$ cat src/rtl/netdma_mm_arbiter_if.sv
// Bus bundle for the two-master netdma arbiter: both upstream master ports and the
// shared downstream Avalon-MM port. The master modport is the arbiter's view.
interface netdma_mm_arbiter_if #(
  parameter int DATA_WIDTH = 64,
  parameter int ADDR_WIDTH = 29
);
  logic [2*ADDR_WIDTH-1:0]   m_address_i;
  logic [1:0]                m_read_i;
  logic [1:0]                m_write_i;
  logic [2*DATA_WIDTH-1:0]   m_writedata_i;
  logic [2*DATA_WIDTH/8-1:0] m_byteenable_i;
  logic [1:0]                m_waitrequest_o;
  logic [DATA_WIDTH-1:0]     m_readdata_o;
  logic [1:0]                m_readdatavalid_o;
  logic [ADDR_WIDTH-1:0]     s_address_o;
  logic                      s_read_o;
  logic                      s_write_o;
  logic [DATA_WIDTH-1:0]     s_writedata_o;
  logic [DATA_WIDTH/8-1:0]   s_byteenable_o;
  logic                      s_waitrequest_i;
  logic [DATA_WIDTH-1:0]     s_readdata_i;
  logic                      s_readdatavalid_i;

  modport master (
    input  m_address_i, m_read_i, m_write_i, m_writedata_i, m_byteenable_i,
    output m_waitrequest_o, m_readdata_o, m_readdatavalid_o,
    output s_address_o, s_read_o, s_write_o, s_writedata_o, s_byteenable_o,
    input  s_waitrequest_i, s_readdata_i, s_readdatavalid_i
  );

  modport slave (
    output m_address_i, m_read_i, m_write_i, m_writedata_i, m_byteenable_i,
    input  m_waitrequest_o, m_readdata_o, m_readdatavalid_o,
    input  s_address_o, s_read_o, s_write_o, s_writedata_o, s_byteenable_o,
    output s_waitrequest_i, s_readdata_i, s_readdatavalid_i
  );
endinterface

$ cat src/rtl/netdma_mm_arbiter.sv
// Round-robin arbiter sharing one Avalon-MM port between two netdma masters; read
// responses are steered back to their issuer through an in-order ID FIFO.
module netdma_mm_arbiter #(
  parameter int DATA_WIDTH  = 64,
  parameter int ADDR_WIDTH  = 29,
  parameter int MAX_PENDING = 8
) (
  input  logic                clk_i,
  input  logic                rst_n_i,
  netdma_mm_arbiter_if.master bus,
  output logic                err_o
);
  localparam int PW = $clog2(MAX_PENDING);
  localparam int CW = PW + 1;
  localparam int BW = DATA_WIDTH / 8;

  typedef enum logic [1:0] {IDLE, GNT0, GNT1} state_t;

  state_t          state_q, state_d;
  logic            rr_q;
  logic [CW-1:0]   cnt_q;
  logic [PW-1:0]   wr_ptr_q, rd_ptr_q;
  logic            err_q;
  logic            id_mem [MAX_PENDING];

  logic [1:0] req;
  logic       granted, gnt_id, other;
  logic       g_read, g_write, full, empty;
  logic       fwd_rd, fwd_wr, accept, push, pop, head_id;

  assign req     = bus.m_read_i | bus.m_write_i;
  assign granted = (state_q != IDLE);
  assign gnt_id  = (state_q == GNT1);
  assign other   = ~gnt_id;
  // Read wins over an (illegal) simultaneous write from the same master.
  assign g_read  = granted & bus.m_read_i[gnt_id];
  assign g_write = granted & bus.m_write_i[gnt_id] & ~g_read;
  assign full    = (cnt_q == CW'(MAX_PENDING));
  assign empty   = (cnt_q == '0);
  assign fwd_rd  = g_read & ~full;
  assign fwd_wr  = g_write;
  assign accept  = (fwd_rd | fwd_wr) & ~bus.s_waitrequest_i;
  assign push    = accept & fwd_rd;
  // Pop is qualified by the pre-push count: a response never matches this cycle's read.
  assign pop     = bus.s_readdatavalid_i & ~empty;
  assign head_id = id_mem[rd_ptr_q];

  always_ff @(posedge clk_i or negedge rst_n_i) begin
    if (!rst_n_i) state_q <= IDLE;
    else          state_q <= state_d;
  end

  always_comb begin
    state_d = state_q;
    case (state_q)
      IDLE: begin
        if (req == 2'b11)  state_d = rr_q ? GNT1 : GNT0;
        else if (req[0])   state_d = GNT0;
        else if (req[1])   state_d = GNT1;
      end
      GNT0, GNT1: begin
        // Never re-grant the same master back to back; a dropped request releases the grant.
        if (accept)             state_d = req[other] ? (other ? GNT1 : GNT0) : IDLE;
        else if (!req[gnt_id])  state_d = IDLE;
      end
      default: state_d = IDLE;
    endcase
  end

  always_comb begin
    bus.s_read_o          = fwd_rd;
    bus.s_write_o         = fwd_wr;
    bus.s_address_o       = gnt_id ? bus.m_address_i[2*ADDR_WIDTH-1:ADDR_WIDTH]
                                   : bus.m_address_i[ADDR_WIDTH-1:0];
    bus.s_writedata_o     = gnt_id ? bus.m_writedata_i[2*DATA_WIDTH-1:DATA_WIDTH]
                                   : bus.m_writedata_i[DATA_WIDTH-1:0];
    bus.s_byteenable_o    = gnt_id ? bus.m_byteenable_i[2*BW-1:BW]
                                   : bus.m_byteenable_i[BW-1:0];
    bus.m_waitrequest_o   = 2'b11;
    if (fwd_rd | fwd_wr) bus.m_waitrequest_o[gnt_id] = bus.s_waitrequest_i;
    bus.m_readdata_o      = bus.s_readdata_i;
    bus.m_readdatavalid_o = 2'b00;
    if (pop) bus.m_readdatavalid_o = head_id ? 2'b10 : 2'b01;
    err_o                 = err_q;
  end

  always_ff @(posedge clk_i or negedge rst_n_i) begin
    if (!rst_n_i) begin
      rr_q     <= 1'b0;
      cnt_q    <= '0;
      wr_ptr_q <= '0;
      rd_ptr_q <= '0;
      err_q    <= 1'b0;
    end else begin
      if (accept) rr_q <= other;
      if (push)   wr_ptr_q <= wr_ptr_q + PW'(1);
      if (pop)    rd_ptr_q <= rd_ptr_q + PW'(1);
      cnt_q <= cnt_q + CW'(push) - CW'(pop);
      if (bus.s_readdatavalid_i && empty) err_q <= 1'b1;
    end
  end

  always_ff @(posedge clk_i) begin
    if (push) id_mem[wr_ptr_q] <= gnt_id;
  end
endmodule

$ cat src/flat_wrapper.sv
// flat-port wrapper written by rule: the top's interface ports become plain ports
module netdma_mm_arbiter_flat 
#(
  parameter int DATA_WIDTH  = 64,
  parameter int ADDR_WIDTH  = 29,
  parameter int MAX_PENDING = 8
)
  (clk_i, rst_n_i, err_o, bus_m_address_i, bus_m_read_i, bus_m_write_i, bus_m_writedata_i, bus_m_byteenable_i, bus_m_waitrequest_o, bus_m_readdata_o, bus_m_readdatavalid_o, bus_s_address_o, bus_s_read_o, bus_s_write_o, bus_s_writedata_o, bus_s_byteenable_o, bus_s_waitrequest_i, bus_s_readdata_i, bus_s_readdatavalid_i);
  netdma_mm_arbiter_if #(.DATA_WIDTH(DATA_WIDTH), .ADDR_WIDTH(ADDR_WIDTH)) bus_i ();
  input  logic clk_i;
  input  logic rst_n_i;
  output logic err_o;
  input wire logic [$bits(bus_i.m_address_i)-1:0] bus_m_address_i;
  input wire logic [$bits(bus_i.m_read_i)-1:0] bus_m_read_i;
  input wire logic [$bits(bus_i.m_write_i)-1:0] bus_m_write_i;
  input wire logic [$bits(bus_i.m_writedata_i)-1:0] bus_m_writedata_i;
  input wire logic [$bits(bus_i.m_byteenable_i)-1:0] bus_m_byteenable_i;
  output wire logic [$bits(bus_i.m_waitrequest_o)-1:0] bus_m_waitrequest_o;
  output wire logic [$bits(bus_i.m_readdata_o)-1:0] bus_m_readdata_o;
  output wire logic [$bits(bus_i.m_readdatavalid_o)-1:0] bus_m_readdatavalid_o;
  output wire logic [$bits(bus_i.s_address_o)-1:0] bus_s_address_o;
  output wire logic [$bits(bus_i.s_read_o)-1:0] bus_s_read_o;
  output wire logic [$bits(bus_i.s_write_o)-1:0] bus_s_write_o;
  output wire logic [$bits(bus_i.s_writedata_o)-1:0] bus_s_writedata_o;
  output wire logic [$bits(bus_i.s_byteenable_o)-1:0] bus_s_byteenable_o;
  input wire logic [$bits(bus_i.s_waitrequest_i)-1:0] bus_s_waitrequest_i;
  input wire logic [$bits(bus_i.s_readdata_i)-1:0] bus_s_readdata_i;
  input wire logic [$bits(bus_i.s_readdatavalid_i)-1:0] bus_s_readdatavalid_i;
  assign bus_i.m_address_i = bus_m_address_i;
  assign bus_i.m_read_i = bus_m_read_i;
  assign bus_i.m_write_i = bus_m_write_i;
  assign bus_i.m_writedata_i = bus_m_writedata_i;
  assign bus_i.m_byteenable_i = bus_m_byteenable_i;
  assign bus_m_waitrequest_o = bus_i.m_waitrequest_o;
  assign bus_m_readdata_o = bus_i.m_readdata_o;
  assign bus_m_readdatavalid_o = bus_i.m_readdatavalid_o;
  assign bus_s_address_o = bus_i.s_address_o;
  assign bus_s_read_o = bus_i.s_read_o;
  assign bus_s_write_o = bus_i.s_write_o;
  assign bus_s_writedata_o = bus_i.s_writedata_o;
  assign bus_s_byteenable_o = bus_i.s_byteenable_o;
  assign bus_i.s_waitrequest_i = bus_s_waitrequest_i;
  assign bus_i.s_readdata_i = bus_s_readdata_i;
  assign bus_i.s_readdatavalid_i = bus_s_readdatavalid_i;
  netdma_mm_arbiter #(.DATA_WIDTH(DATA_WIDTH), .ADDR_WIDTH(ADDR_WIDTH), .MAX_PENDING(MAX_PENDING)) u_core (.clk_i(clk_i), .rst_n_i(rst_n_i), .bus(bus_i), .err_o(err_o));
endmodule
$ cat config.mk
export PLATFORM = sky130hd
export DESIGN_NAME = netdma_mm_arbiter_flat
export DESIGN_NICKNAME = d
export VERILOG_FILES = /design/src/rtl/netdma_mm_arbiter_if.sv /design/src/rtl/netdma_mm_arbiter.sv /design/src/flat_wrapper.sv
export SDC_FILE = /design/constraint.sdc
export NUM_CORES = 1
export LEC_CHECK = 0
export ABC_AREA = 1
export ABC_CLOCK_PERIOD_IN_PS = 6000
export CAP_MARGIN = 20
export CORE_AREA = 3 3 173 175
export CTS_BUF_LIST = sky130_fd_sc_hd__clkbuf_2
export CTS_CLUSTER_DIAMETER = 100
export CTS_CLUSTER_SIZE = 30
export DETAILED_ROUTE_END_ITERATION = 16
export DIE_AREA = 0 0 176 178
export GPL_TIMING_DRIVEN = 0
export SLEW_MARGIN = 0
export SYNTH_ARGS = -nofsm -noshare
export SYNTH_HDL_FRONTEND = slang
export SYNTH_SLANG_ARGS = --single-unit
$ cat constraint.sdc
create_clock -name clk_i -period 6 [get_ports clk_i]
set_clock_uncertainty 0.1 [all_clocks]
set_input_delay 0.6 -clock clk_i [delete_from_list [all_inputs] [get_ports clk_i]]
set_output_delay 0.6 -clock clk_i [all_outputs]
set_load 0.01 [all_outputs]
# Word level (Yosys, flattened, before mapping)
# Memories as Yosys holds them, arrays and structs flattened.
# Index checks and enable logic that the tools add are counted.
# W data, S select, Z words.
# classes
n_addsub	4
n_mul	0
div	0
order_cmp	3
eq_ne	6
n_shift	0
mux	27
bitwise	16
reduce_logical	7
# ops
operator	n
$mux W64	1
$mux W29	1
$mux W2	11
$mux W1	11
$mux W8	1
$and A1 B1 Y1	7
$add A3 B1 Y3 const B	2
$not A1 Y1	5
$add A4 B1 Y4	1
$eq A2 B2 Y1 const B	2
$eq A4 B4 Y1 const B	1
$logic_not A4 Y1	1
$lt A1 B2 Y1 const B	2
$ne A4 B1 Y1 const B	1
$or A2 B2 Y2	2
$pmux W2 S2	1
$sub A4 B1 Y4	1
$ne A3 B2 Y1 const B	1
$eq A2 B1 Y1 const B	1
$logic_and A1 B1 Y1	2
$logic_not A2 Y1	1
$not A2 Y2	1
$reduce_and A2 Y1	1
$reduce_bool A2 Y1	1
other kinds (4)	4
# totals
reg_bits	14
latch_bits	0
mem_bits_rw	8
mem_bits_ro	0
elab_cells	70
n_memories	1
# memory_table
memory	words	width	read_ports	rd_clocked_by_memory_dff	write_ports	line_no	source
u_core.id_mem	8	1	1	0	1	netdma_mm_arbiter.sv:24	logic id_mem [MAX_PENDING];

# Longest topological paths before layout
# Gate-level depths: netlist of the first run.
# depth
ltp_word	11
mapped_depth	12
mapped_depth_nobuf	11

# Worst setup path before layout of the first run
# OpenSTA, ideal clock, no wires.
# synth_timing
kind	register to output
start	register u_core.state_q[0]
end	output bus_s_address_o[0]
arrival_ps	1472
t_required_ps	5300
setup_slack_ps	3828
path_stages_with_launch	8
cell_sequence	dfrtp_1 > inv_1 > ha_1 > buf_6 > buf_2 > clkbuf_1 > nand2_1 > nand2_1
# synth_via
elab_chain_cells	2
# synth_lines
item	line_no	source
start: declaration	netdma_mm_arbiter.sv:19	state_t state_q, state_d;
start signal: assignment	netdma_mm_arbiter.sv:50	else state_q <= state_d;
$eq A2 B2 Y1	netdma_mm_arbiter.sv:33	assign gnt_id = (state_q == GNT1);
net u_core.gnt_id	netdma_mm_arbiter.sv:27	logic granted, gnt_id, other;
$mux W29	netdma_mm_arbiter.sv:73	bus.s_address_o = gnt_id ? bus.m_address_i[2*ADDR_WIDTH-1:ADDR_WIDTH]
end: declaration	flat_wrapper.sv:21	output wire logic [$bits(bus_i.s_address_o)-1:0] bus_s_address_o;
# The timed path passes the listed nets, and every way through them passes these cells.

# Worst setup path in the final report of the first run
# layout_timing
start	register u_core.state_q[0]
end	output bus_s_address_o[2]
# The elaborated chain is that of the path after synthesis.

==> results of run 1 <==
==> cell type report <==
| class | instances | area (µm²) |
|---|---|---|
| sequential | 22 | 591 |
| fill | 3156 | 21300 |
| tap | 384 | 480 |
| timing repair buffer | 381 | 3810 |
| multi-input combinational | 408 | 1770 |
| inverter | 25 | 93.8 |
| antenna | 2 | 5.00 |
| clock buffer | 4 | 20.0 |
| buffer | 87 | 592 |
==> logic make-up after synthesis <==
logic type,synth area share
muxes,0.00328
xor gates and xnor gates,0.0144
and+or+nand+nor,0.492
DFF,0.194
adders and majority gates,0.0517
AOI/OAI and AO/OA,0.0197
buffers and inverters,0.225
==> per-stage QoR <==
stage               hold slack, ns  cell area (µm²)   util  setup slack [ns]  total power, µW
floorplan                    0.204             3050      -              3.83             1100
global placement             0.353             7340  0.257              2.57             2100
detailed placement           0.361             7340  0.257              2.55             2110
CTS                          0.403             7360  0.257              2.15             2190
global route                 0.426             7360  0.257              2.00             2330
finish                       0.395             7370  0.257              2.31             2140
==> flip-flops by register name, indices dropped and copies added (netlist names) <==
| name | cells |
|---|---|
| u_core.cnt_q | 4 |
| u_core.err_o | 1 |
| u_core.id_mem | 8 |
| u_core.rd_ptr_q | 3 |
| u_core.rr_q | 1 |
| u_core.state_q | 2 |
| u_core.wr_ptr_q | 3 |
==> placed cells by master, fill, tap and decap left out, drive strengths merged <==
cell / Yosys / final
clkdlybuf4s50: 0 / 381
nand2: 339 / 339
buf: 79 / 79
nor2: 28 / 28
inv: 25 / 25
dfrtp: 14 / 14
clkbuf: 8 / 12
ha: 11 / 11
o21ai: 8 / 8
edfxtp: 8 / 8
nand3: 7 / 7
xor2: 3 / 3
diode: 0 / 2
and2: 2 / 2
xnor2: 2 / 2
or2: 2 / 2
mux2i: 1 / 1
nand4: 1 / 1
a21oi: 1 / 1
o22ai: 1 / 1
a31o: 1 / 1
fa: 1 / 1
==> metal layers <==
metal  up-vias  wire, µm  track usage  share of wire
met5         -         0            0              0
met4         0        32      0.00330         0.0018
met3         4       897       0.0140          0.049
met2       159      9540        0.188           0.52
met1      1962      7790        0.137           0.43
li1       2338         -            -              -
==> synth_stat cells (2+ instances only) <==
library cell and n:
sky130_fd_sc_hd__clkbuf_1 8, sky130_fd_sc_hd__dfrtp_1 14, sky130_fd_sc_hd__inv_1 23, sky130_fd_sc_hd__nand2_2 3
sky130_fd_sc_hd__buf_2 14, sky130_fd_sc_hd__and2_1 2, sky130_fd_sc_hd__buf_4 64, sky130_fd_sc_hd__ha_1 11
sky130_fd_sc_hd__xnor2_1 2, sky130_fd_sc_hd__nand2_1 336, sky130_fd_sc_hd__nand3_1 5, sky130_fd_sc_hd__xor2_1 3
sky130_fd_sc_hd__o21ai_0 8, sky130_fd_sc_hd__edfxtp_1 8, sky130_fd_sc_hd__nor2_2 6, sky130_fd_sc_hd__nand3_2 2
sky130_fd_sc_hd__inv_2 2, sky130_fd_sc_hd__nor2_1 21
==> power breakdown <==
group / switching, µW / total, µW / internal (µW)
sequential: 37.9 / 253 / 215
combinational: 930 / 1830 / 900
clock: 42.6 / 60.3 / 17.6
==> worst min-delay path by stage <==
stage,from,endpoint,slack [ns],depth (start not counted)
floorplan,rst_n_i,u_core.cnt_q[0],0.20,0
global placement,u_core.err_o,u_core.err_o,0.35,1
detailed placement,u_core.err_o,u_core.err_o,0.36,1
CTS,u_core.err_o,u_core.err_o,0.40,1
global route,u_core.err_o,u_core.err_o,0.43,1
finish,u_core.err_o,u_core.err_o,0.40,1
==> critical path, stage by stage, from the launching register on <==
cell                              delay [ns]
sky130_fd_sc_hd__dfrtp_1                0.44
sky130_fd_sc_hd__inv_1                  0.09
sky130_fd_sc_hd__ha_1                   0.31
sky130_fd_sc_hd__buf_6                  0.19
sky130_fd_sc_hd__buf_2                  0.28
sky130_fd_sc_hd__clkbuf_1               0.52
sky130_fd_sc_hd__nand2_1                0.18
sky130_fd_sc_hd__nand2_1                0.11
sky130_fd_sc_hd__clkdlybuf4s50_1        0.54
==> metrics.yaml, run 1 <==
status: "complete, no violations"
critPathLaunchType: "flip-flop"
postCtsSetupRepairBufs: 0
slew_violations: 0
total_power_density_per_cell_area_nw_per_um2: 291
cp-end-kind: "primary output"
h-tree-depth: 1
worstPathArrival_ns: 2.99
ctsHoldBuffers: 0
synth_area_leaders: "sky130_fd_sc_hd__nand2_1 41%, sky130_fd_sc_hd__buf_4 16%, sky130_fd_sc_hd__dfrtp_1 11%, sky130_fd_sc_hd__edfxtp_1 7.9%, sky130_fd_sc_hd__ha_1 4.5%"
min_path_type: "reg2reg"
leakagePower_uw: 0.00342
timing_worst_slew_pin_value_ns: 0.724
synth_ff_type: "sky130_fd_sc_hd__dfrtp_1"
max_clock_freq_ghz: 0.271
cell_count_after_synthesis: 542
cts_tree: "built"
drc: 0
synth_nets: 828
seq_area_frac_synth: 0.194
cts_max_path_buffers: 2
cp_max_fo: 10
antenna_violations_before_repair: 0
wl_per_cell_um: 13.9
grt.overflow.total: 0
initial_core_utilization: 0.107
wire_length_of_the_first_global_routing_pass_mm: 25.2
rsz0062_at_grt: "false"
worstSetupEndpoint: "bus_s_address_o[2]"
layout-area-overhead-vs-synth_pct: 142
num_vias: 4463
setup_tns_ns: 0
grt_usage: 0.103
clk_root_buffer_cell: "sky130_fd_sc_hd__clkbuf_2"
routed_via_density: 3.40
floorplan.die.width_um: 176
worst-r2r-cell-count: 11
final_replace_weighted_congestion: 0.803
share_of_final_layout_standard_cells_stronger_than_drive_strength_1: 0.109
initialDrtViolationCount: 94
postSynth.asyncResetShare: 0.636
clock_sink_count: 22
clk_pin_slew_worst_paths_ns: 0.20
post-synth-top-area-cell: "sky130_fd_sc_hd__nand2_1"
pin_count_of_the_biggest_net_entering_global_routing: 15
r2r_end: "u_core.cnt_q[1]"
post_cts_resized: 0
dr.pass1.iters: 4
maximum_ir_drop_on_the_vdd_rail_v: 0.0000945
die_outline_area_um2: 31300
boundaryPins: 446
max_cap_check_violation_count: 0
core-area_um2: 28600
criticalPathCategory: "reg2out"
count_of_flip_flops_with_a_built_in_enable_after_synthesis: 8
wirelength_mm: 18.3
clock_insertion_delay_worst_skew_ns: 0.31
avgSynthCellArea_um2: 5.63
timing.final.crit_period_ns: 3.69
fin_nets: 1214
placed_cells: 1307
netlist-cell-type-count: 28
netlist.area_leader.share: 0.414
buffer_ports.inserted: 381
required_time_at_the_endpoint_of_the_critical_path_ns: 5.30
timing_hold_violations_final: 0
stdcell_count: 1313
detailed_placement_wirelength_estimate_mm: 16.3
first_global_vias: 4455
timing.final.setup_violations: 0
slew-limit-headroom: 0.517
drtAntennaViolNets: 0
crit_path_start: "u_core.state_q[0]"
period_share: 0.614
yosys_warnings: 0
ys_seq_elements: 22
synth_area_um2: 3050
ff2ff_setup_slack_ns: 3.62
placement_rows: 62
worst_r2r_startpoint: "u_core.state_q[0]"
die_h_um: 178
cts_inserted_buffers: 3
Note: power is estimated with default switching activity, not from simulation.
==> inputs of run 2 (changes only) <==
Settings changed: ABC_CLOCK_PERIOD_IN_PS 6000 to 3500, CORE_AREA 3 3 173 175 to 3 3 170 172, DIE_AREA 0 0 176 178 to 0 0 173 175.
Clock period 6 ns to 3.5 ns, I/O delays scaled along.
==> run 2 against run 1 <==
Total power increased by 73%; hold slack got worse by 0.11 ns; worst setup slack got worse by 2.0 ns; wire length decreased by 0.88%; sequential cell count unchanged; via count decreased by 1.2%; critical endpoint is now bus_s_writedata_o[30]; largest cell class unchanged.
==> metrics.yaml, run 2 (synthesized netlist as in run 1, its figures left out) <==
floorplan.die.width_um: 173
power.net_switching_uw: 1750
core-area_um2: 27600
cp-end-kind: "primary output"
totalPowerFinal_uw: 3700
required_time_at_the_endpoint_of_the_critical_path_ns: 3.05
dr.pass1.iters: 4
die_h_um: 175
top_regs: "u_core.id_mem: 8 flops, u_core.cnt_q: 4 flops"
max_cap_check_violation_count: 0
cts_inserted_buffers: 3
h-tree-depth: 1
timing.final.setup_violations: 0
power_internal_uw: 1950
layout-area-overhead-vs-synth_pct: 142
grt.met2_usage: 0.204
hold_slack_ns: 0.281
num_vias: 4411
insertedDiodeCount: 0
global_route.peak_usage_layer: "met2"
slew_violations: 0
total_power_density_per_cell_area_nw_per_um2: 502
wirelength_mm: 18.1
initialDrtViolationCount: 113
timing.final.crit_period_ns: 3.20
share_clk_of_total_power: 0.027
largest_reg_flops: 8
power.combinational.fraction: 0.856
cp_max_fo: 10
drc: 0
finalCoreUtilization: 0.267
clock_insertion_delay_worst_skew_ns: 0.32
initial_core_utilization: 0.110
drtAntennaViolNets: 0
rsz0062_at_grt: "false"
period_share: 0.913
clock_sink_count: 22
final_replace_weighted_congestion: 0.806
criticalPathCategory: "reg2out"
wire_length_of_the_first_global_routing_pass_mm: 26.3
mostFrequentLayoutCells: "381 x sky130_fd_sc_hd__clkdlybuf4s50_1, 336 x sky130_fd_sc_hd__nand2_1, 64 x sky130_fd_sc_hd__buf_4"
fin_nets: 1214
grt_use_met1: 0.137
leakagePower_uw: 0.00343
status: "complete, no violations"
buffer_ports.inserted: 381
cts_max_path_buffers: 2
setup_tns_ns: 0
detailed_placement_wirelength_estimate_mm: 15.9
antenna_violations_before_repair: 0
timing_hold_violations_final: 0
min_path_type: "in2async"
max_clock_freq_ghz: 0.313
timing_worst_slew_pin_value_ns: 0.620
boundaryPins: 446
critPathLaunchType: "flip-flop"
slew-limit-headroom: 0.585
leading_cell_type_in_the_layout_fill_and_taps_excluded: "sky130_fd_sc_hd__clkdlybuf4s50_1"
placement_rows: 61
ctsHoldBuffers: 0
grt_usage: 0.109
power_frac_seq: 0.118
clk_root_buffer_cell: "sky130_fd_sc_hd__clkbuf_2"
worstPathArrival_ns: 2.75
swShare: 0.473
regMostFlops: "u_core.id_mem"
routed_via_density: 3.38
clk_pin_slew_worst_paths_ns: 0.20
grt.overflow.total: 0
share_of_final_layout_standard_cells_stronger_than_drive_strength_1: 0.111
pin_count_of_the_biggest_net_entering_global_routing: 15
grt_util_met3: 0.0178
maximum_ir_drop_on_the_vdd_rail_v: 0.000171
die_outline_area_um2: 30300
cts_tree: "built"
first_global_vias: 4595
wl_per_cell_um: 13.9
-- run 2: metal layers --
layer | part of all wire | vias up | wire, µm
li1 | - | 2330 | -
met1 | 0.42 | 1909 | 7540
met2 | 0.53 | 168 | 9560
met3 | 0.053 | 4 | 964
met4 | 0.0025 | 0 | 46
met5 | 0 | - | 0
-- run 2: final timing paths --
path	startpoint	to	slack, ns	depth (start not counted)
max	u_core.state_q[0]	bus_s_writedata_o[30]	0.30	8
min	rst_n_i	u_core.rr_q	0.28	1
max reg2reg	u_core.state_q[0]	u_core.cnt_q[2]	1.07	11
min reg2reg	u_core.err_o	u_core.err_o	0.39	1
max in group asynchronous	rst_n_i	u_core.wr_ptr_q[0]	2.62	1
min in group clk_i	u_core.err_o	u_core.err_o	0.39	1
-- run 2: area by class of cell --
type,instances,area (µm²)
fillers,3079,20300
repair buffers,381,3810
multi-input cells,408,1770
plain buffers,87,608
flip-flops and latches,22,591
well taps,378,473
inverters,25,93.8
clock buffers,3,15.0
clock inverters,1,3.75
-- run 2: through the flow --
stage                     instance area (µm²)  setup WS, ns  instances
final                                    7370         0.304       1305
after global routing                     7370        0.0525       1305
after CTS                                7360       0.00347       1305
after detailed placement                 7340         0.378       1301
after global placement                   7340         0.422       1301
after floorplan                          3050          1.37        542
-- run 2: worst max-delay path: stages (launching register included) --
cell and delay (ns):
sky130_fd_sc_hd__dfrtp_1 0.45, sky130_fd_sc_hd__inv_1 0.09, sky130_fd_sc_hd__ha_1 0.34, sky130_fd_sc_hd__buf_6 0.19
sky130_fd_sc_hd__clkbuf_4 0.27, sky130_fd_sc_hd__clkbuf_4 0.29, sky130_fd_sc_hd__nand2_1 0.07, sky130_fd_sc_hd__nand2_1 0.14
sky130_fd_sc_hd__clkdlybuf4s50_1 0.58
-- run 2: power by group through the flow --
| stage | Sequential [µW] | Clock [µW] | Combinational [µW] |
|---|---|---|---|
| 3_3_place_gp | 438 | 0 | 3170 |
| 6_report | 435 | 99.1 | 3160 |
| 4_1_cts | 435 | 106 | 3210 |
| 3_5_place_dp | 441 | 0 | 3190 |
| 5_1_grt | 449 | 118 | 3470 |
| 2_1_floorplan | 428 | 0 | 1460 |
-- run 2: what timing repair did --
| item | CTS | global route |
|---|---|---|
| pin swaps | 0 | 0 |
| cloned | 0 | 0 |
| gates resized for setup | 2 | 7 |
| setup endpoints to repair | 3 | 34 |
| buffers inserted | 0 | 0 |
